File: src/rtl/mem_arbiter.sv
// Two-port arbiter in front of a single-ported memory: port A (CPU data side) and
// port B (loader/debug) with round-robin ties, a bounded A lock and registered reads.
module mem_arbiter #(
  parameter int unsigned LOCK_MAX = 4
) (
  input  logic        clk,
  input  logic        reset,
  input  logic        a_req,
  input  logic        a_we,
  input  logic [31:0] a_addr,
  input  logic [31:0] a_wdata,
  input  logic [3:0]  a_be,
  input  logic        a_lock,
  input  logic        b_req,
  input  logic        b_we,
  input  logic [31:0] b_addr,
  input  logic [31:0] b_wdata,
  input  logic [3:0]  b_be,
  output logic        a_gnt,
  output logic        b_gnt,
  output logic        a_stall,
  output logic [31:0] a_rdata,
  output logic [31:0] b_rdata,
  output logic        a_rvalid,
  output logic        b_rvalid,
  output logic        mem_we,
  output logic [31:0] mem_a,
  output logic [31:0] mem_wd,
  output logic [3:0]  mem_be,
  input  logic [31:0] mem_rd
);

  localparam int unsigned CW = $clog2(LOCK_MAX + 1);
  localparam logic [CW-1:0] LOCK_TOP = CW'(LOCK_MAX);

  // Round-robin pointer: which port won the most recent grant.
  localparam logic [0:0] LAST_A = 1'b0;
  localparam logic [0:0] LAST_B = 1'b1;

  logic [0:0]    last_gnt;
  logic [CW-1:0] lock_cnt;
  logic          force_b;
  logic          lock_hold;

  // B is owed one grant once A has used up its locked budget.
  assign force_b   = b_req && (lock_cnt == LOCK_TOP);
  assign lock_hold = a_req && a_lock && (lock_cnt != '0);

  always_comb begin
    // NOTE: both grants get a default before any branch so no path leaves them unassigned (no latch).
    a_gnt = 1'b0;
    b_gnt = 1'b0;
    if (force_b) begin
      b_gnt = 1'b1;
    end else if (lock_hold) begin
      a_gnt = 1'b1;
    end else if (a_req && b_req) begin
      if (last_gnt == LAST_B) a_gnt = 1'b1;
      else                    b_gnt = 1'b1;
    end else if (a_req) begin
      a_gnt = 1'b1;
    end else if (b_req) begin
      b_gnt = 1'b1;
    end
  end

  assign a_stall = a_req & ~a_gnt;

  // Idle memory command is all zeros so an unused cycle cannot look like a write.
  always_comb begin
    mem_we = 1'b0;
    mem_a  = '0;
    mem_wd = '0;
    mem_be = '0;
    if (a_gnt) begin
      mem_we = a_we;
      mem_a  = a_addr;
      mem_wd = a_wdata;
      mem_be = a_be;
    end else if (b_gnt) begin
      mem_we = b_we;
      mem_a  = b_addr;
      mem_wd = b_wdata;
      mem_be = b_be;
    end
  end

  always_ff @(posedge clk or posedge reset) begin
    if (reset) begin
      last_gnt <= LAST_B;
      lock_cnt <= '0;
    end else begin
      // NOTE: non-blocking assignments so every register samples pre-edge values of its peers.
      if (a_gnt)      last_gnt <= LAST_A;
      else if (b_gnt) last_gnt <= LAST_B;

      if (b_gnt || !a_req || !a_lock)          lock_cnt <= '0;
      else if (a_gnt && (lock_cnt != LOCK_TOP)) lock_cnt <= lock_cnt + CW'(1);
    end
  end

  // Read data is captured on the granting edge; rdata holds between reads.
  always_ff @(posedge clk or posedge reset) begin
    if (reset) begin
      a_rvalid <= 1'b0;
      b_rvalid <= 1'b0;
      a_rdata  <= '0;
      b_rdata  <= '0;
    end else begin
      a_rvalid <= a_gnt && !a_we;
      b_rvalid <= b_gnt && !b_we;
      if (a_gnt && !a_we) a_rdata <= mem_rd;
      if (b_gnt && !b_we) b_rdata <= mem_rd;
    end
  end

endmodule

File: config.mk
export PLATFORM = sky130hd
export DESIGN_NAME = mem_arbiter
export DESIGN_NICKNAME = d
export VERILOG_FILES = /design/src/rtl/mem_arbiter.sv
export SDC_FILE = /design/constraint.sdc
export NUM_CORES = 1
export LEC_CHECK = 0
export BUFFER_PORTS_ARGS = -buffer_cell sky130_fd_sc_hd__buf_2
export CAP_MARGIN = 10
export CORE_AREA = 2 2 122 124
export CTS_BUF_LIST = sky130_fd_sc_hd__clkbuf_4 sky130_fd_sc_hd__clkbuf_8
export DETAILED_ROUTE_END_ITERATION = 8
export DIE_AREA = 0 0 124 126
export PLACE_DENSITY = 0.57
export SLEW_MARGIN = 20
export SYNTH_ARGS = -nofsm -noshare
export SYNTH_HDL_FRONTEND = slang
export SYNTH_SLANG_ARGS = --single-unit
export TNS_END_PERCENT = 100
File: constraint.sdc
create_clock -name clk -period 2.15 [get_ports clk]
set_clock_uncertainty 0.15 [all_clocks]
set_input_delay 0.3225 -clock clk [delete_from_list [all_inputs] [get_ports clk]]
set_output_delay 0.3225 -clock clk [all_outputs]
set_load 0.02 [all_outputs]
==> flow_summary_export.csv <==
group,metric,value,unit
setup_path,critPathSlowestCell,"dfrtp_1",
synth,syn_area,3441,µm²
timing,max_freq,0.3985,GHz
synth,ys_async_sr_fraction,100.0,%
setup_path,worst-path-buf-inv,5,
setup_path,worstPathCellList,"inv_2 > ha_4 > o21bai_4 > a31oi_4 > buf_12 > buf_12 > clkbuf_16 > a22o_1 > buf_6",
timing,finalHoldViolations,0,
clock_network,clk_pin_slew,80,ps
synth,yosys_warnings,0,
global_route,antenna_found_initial,1,
detailed_routing,wl,17430,µm
power,cellPowerDensity,737.0,nW/µm²
synth,yosysTopAreaCell,"dfrtp_1",
detailed_routing,drcViolationCount,0,
synth,synth.distinct_cells,25,
place,port_buffers,312,
die,pin_count,313,
timing,setup_viol,103,
synth,syn_inst,259,
synth,synth_edf_count,0,
outcome,status,"finished, violations left",
synth,synth_top_flop_cell,"dfrtp_1",
die,dieHeight,126,µm
clock_network,clk_latency,340,ps
clock_network,cts_root_buffer,"clkbuf_8",
timing,whs,64.34,ps
die,die-area,15620,µm²
synth,syn_area_per_cell,13.28,µm²
setup_path,rr_endpoint,"a_rdata[3]",
place,place.gp.congestion,0.8086,
global_route,grt_pass1_wl,21910,µm
min_path,hold_start,"mem_rd[31]",
detailed_routing,drtIter0Drc,150,
setup_path,path_depth,9,
min_path,hold_class,"in2reg",
clock_network,clockBufferDepth,2,
clock_network,cts_tree,"yes",
final_layout,layoutNonFillerInstCount,791,
setup_path,crit_path_start,"lock_cnt[1]",
die,row_count,44,
outcome,failed_checks,"setup timing",
timing,worst_slack,-359.5,ps
global_route,grt_use_total,19.20,%
setup_path,cp.required,1680,ps
detailed_routing,drt_pass1_iterations,6,
detailed_routing,ant_nets,0,
clock_network,cts.htree.levels,3,
die,core,14310,µm²
setup_path,rr_worst_depth,10,
global_route,grt_pass1_vias,3724,
synth,yosys-top-cells-count,"a22o_1 (69), dfrtp_1 (69), mux2_2 (35)",
synth,yosysSeqAreaShare,50.95,%
synth,yosysTopAreaCellShare,50.18,%
setup_path,cp_top_family,"buffers and inverters",
flow_run,cap_violations,0,
detailed_routing,via_count,3808,
setup_path,crit_path_frequent_cell,"buf_12",
die,dieWidth,124,µm
detailed_routing,routedWlPerCell,22.03,µm
setup_path,r2r_start,"lock_cnt[1]",
setup_path,end_kind,"output pin",
synth,synthesis.nets,436,
clock_network,cts.sinks,70,
global_route,grt_max_degree,71,
setup_path,reg2reg_slack,-150,ps
setup_path,worstPathArrival,2040,ps
setup_path,cp-endpoint,"mem_wd[8]",
timing,relSlewSlack,73.24,%
final_layout,fill_cells,1312,
final_layout,final_nets,778,
setup_path,crit_type,"reg2out",
global_route,grt_overflow,0,
power,p_leak,3.507,nW
setup_path,critPathLaunchType,"register",
synth,synthTopCellsByArea,"dfrtp_1 (50%), a22o_1 (18%), mux2_2 (11%)",
synth,synth.ff_latch_count,70,
final_layout,stdcell_area,6889,µm²
power,vdd_ir_drop_max,0.0005231,V
place,postPlaceCellArea,5293,µm²
power,totalPowerFinal,5.077,mW
place,dpl.cell_count,745,
clock_network,cts_buffers,9,
place,dpl.hpwl,11940,µm
setup_path,critPathMaxStageDelay,400,ps
timing,setup-tns-final,-25760,ps
timing,slew_viol_final,0,
timing,fin_crit,2510,ps
detailed_routing,routed_via_density,4.814,
die,initial_core_util,24.04,%
final_layout,synthToLayoutAreaGrowth,100.2,%
timing,rsz0062_at_grt,"true",
setup_path,crit_fanout,6,
timing,fin_crit_sh,116.7,%
final_layout,drive_gt1_share,77.06,%
timing,worst_pin_slew,401.3,ps
==> cells by family after synthesis <==
group / after synthesis / synth area share, %
mux: 66 / 21.53
fa+ha+maj: 2 / 0.7272
simple gates: 18 / 2.764
buf+inv: 26 / 4.327
compound gates: 77 / 19.71
flops: 70 / 50.95
==> through the flow <==
stage / util (%) / setup WS (ps)
after floorplan: - / -50.96
after global placement: 36.98 / -215.9
after CTS: 43.63 / -394.2
after detailed placement: 36.98 / -248.3
after global routing: 48.11 / -462.4
final: 48.13 / -359.5
==> area by class of cell <==
cell class	count	area [µm²]	share of cell area, %
Clock inverter	7	73.82	1.072
Tap cell	184	230.2	3.342
Sequential cell	70	1753	25.44
Antenna cell	1	2.502	0.03632
Timing Repair Buffer	353	2763	40.10
Inverter	4	18.77	0.2724
Multi-Input combinational cell	163	1924	27.93
Clock buffer	9	123.9	1.798
==> metal layers <==
| metal | GRT usage (%) | vias to the layer above | part of all wire (%) | routed length [µm] |
|---|---|---|---|---|
| met4 | 3.371 | 0 | 0.69 | 121 |
| li1 | - | 1681 | - | - |
| met5 | 0 | - | 0 | 0 |
| met2 | 32.09 | 202 | 49 | 8576 |
| met3 | 4.846 | 12 | 8.1 | 1413 |
| met1 | 25.33 | 1913 | 42 | 7317 |
==> registers in the layout, indices dropped and copies added, names as in the netlist <==
name      cells
lock_cnt      3
b_rvalid      1
a_rdata      32
a_rvalid      1
last_gnt      1
b_rdata      32
==> worst min path at each step <==
stage	slack, ps	to	cells after the start
floorplan	300	last_gnt	2
detailed placement	320	b_rdata[16]	3
global placement	300	b_rdata[16]	3
global route	40	a_rdata[10]	2
CTS	20	a_rdata[6]	2
finish	60	a_rdata[31]	2
==> placed cells by master, fill, tap and decap left out, types with 2 or more instances in the layout <==
cell        Yosys  layout
clkbuf_8        0       9
buf_6           6      72
buf_12          0      12
nor2b_4         0       2
buf_2           5     240
buf_16          0       6
clkinv_2        0       2
clkinvlp_4      0       2
buf_4           0      10
dfrtp_1        69      69
a22o_1         69      46
mux2_2         35      27
clkinv_4        0       2
mux2i_1         2       2
nand2_1         7       7
mux2_4          0      37
inv_2           0       2
clkbuf_16       0       8
a22o_4          0      23
nor2_1          3       3
a21oi_1         3       2
buf_8           0       4
==> report_power, final <==
part	switching (mW)	internal, mW
registers	0.127	1.57
logic	1.15	1.15
clock network	0.543	0.540
total	1.82	3.26
==> repair_timing <==
action                     CTS  global route
setup endpoints to repair  124           135
resized for setup          148            88
pin swaps                   37            16
hold endpoints to repair    69             0
gates cloned                 6            11
hold buffers                 1             0
setup buffers                5             6
==> worst register-to-register path: stages (launching register included) <==
cell and delay, ps:
dfrtp_1 370, inv_2 60, ha_4 160, o21bai_4 190, a31oi_4 190, buf_12 150, buf_12 130, nor2b_4 170
buf_12 160, clkbuf_16 170, mux2_4 300
Note: power is estimated with default switching activity, not from simulation.
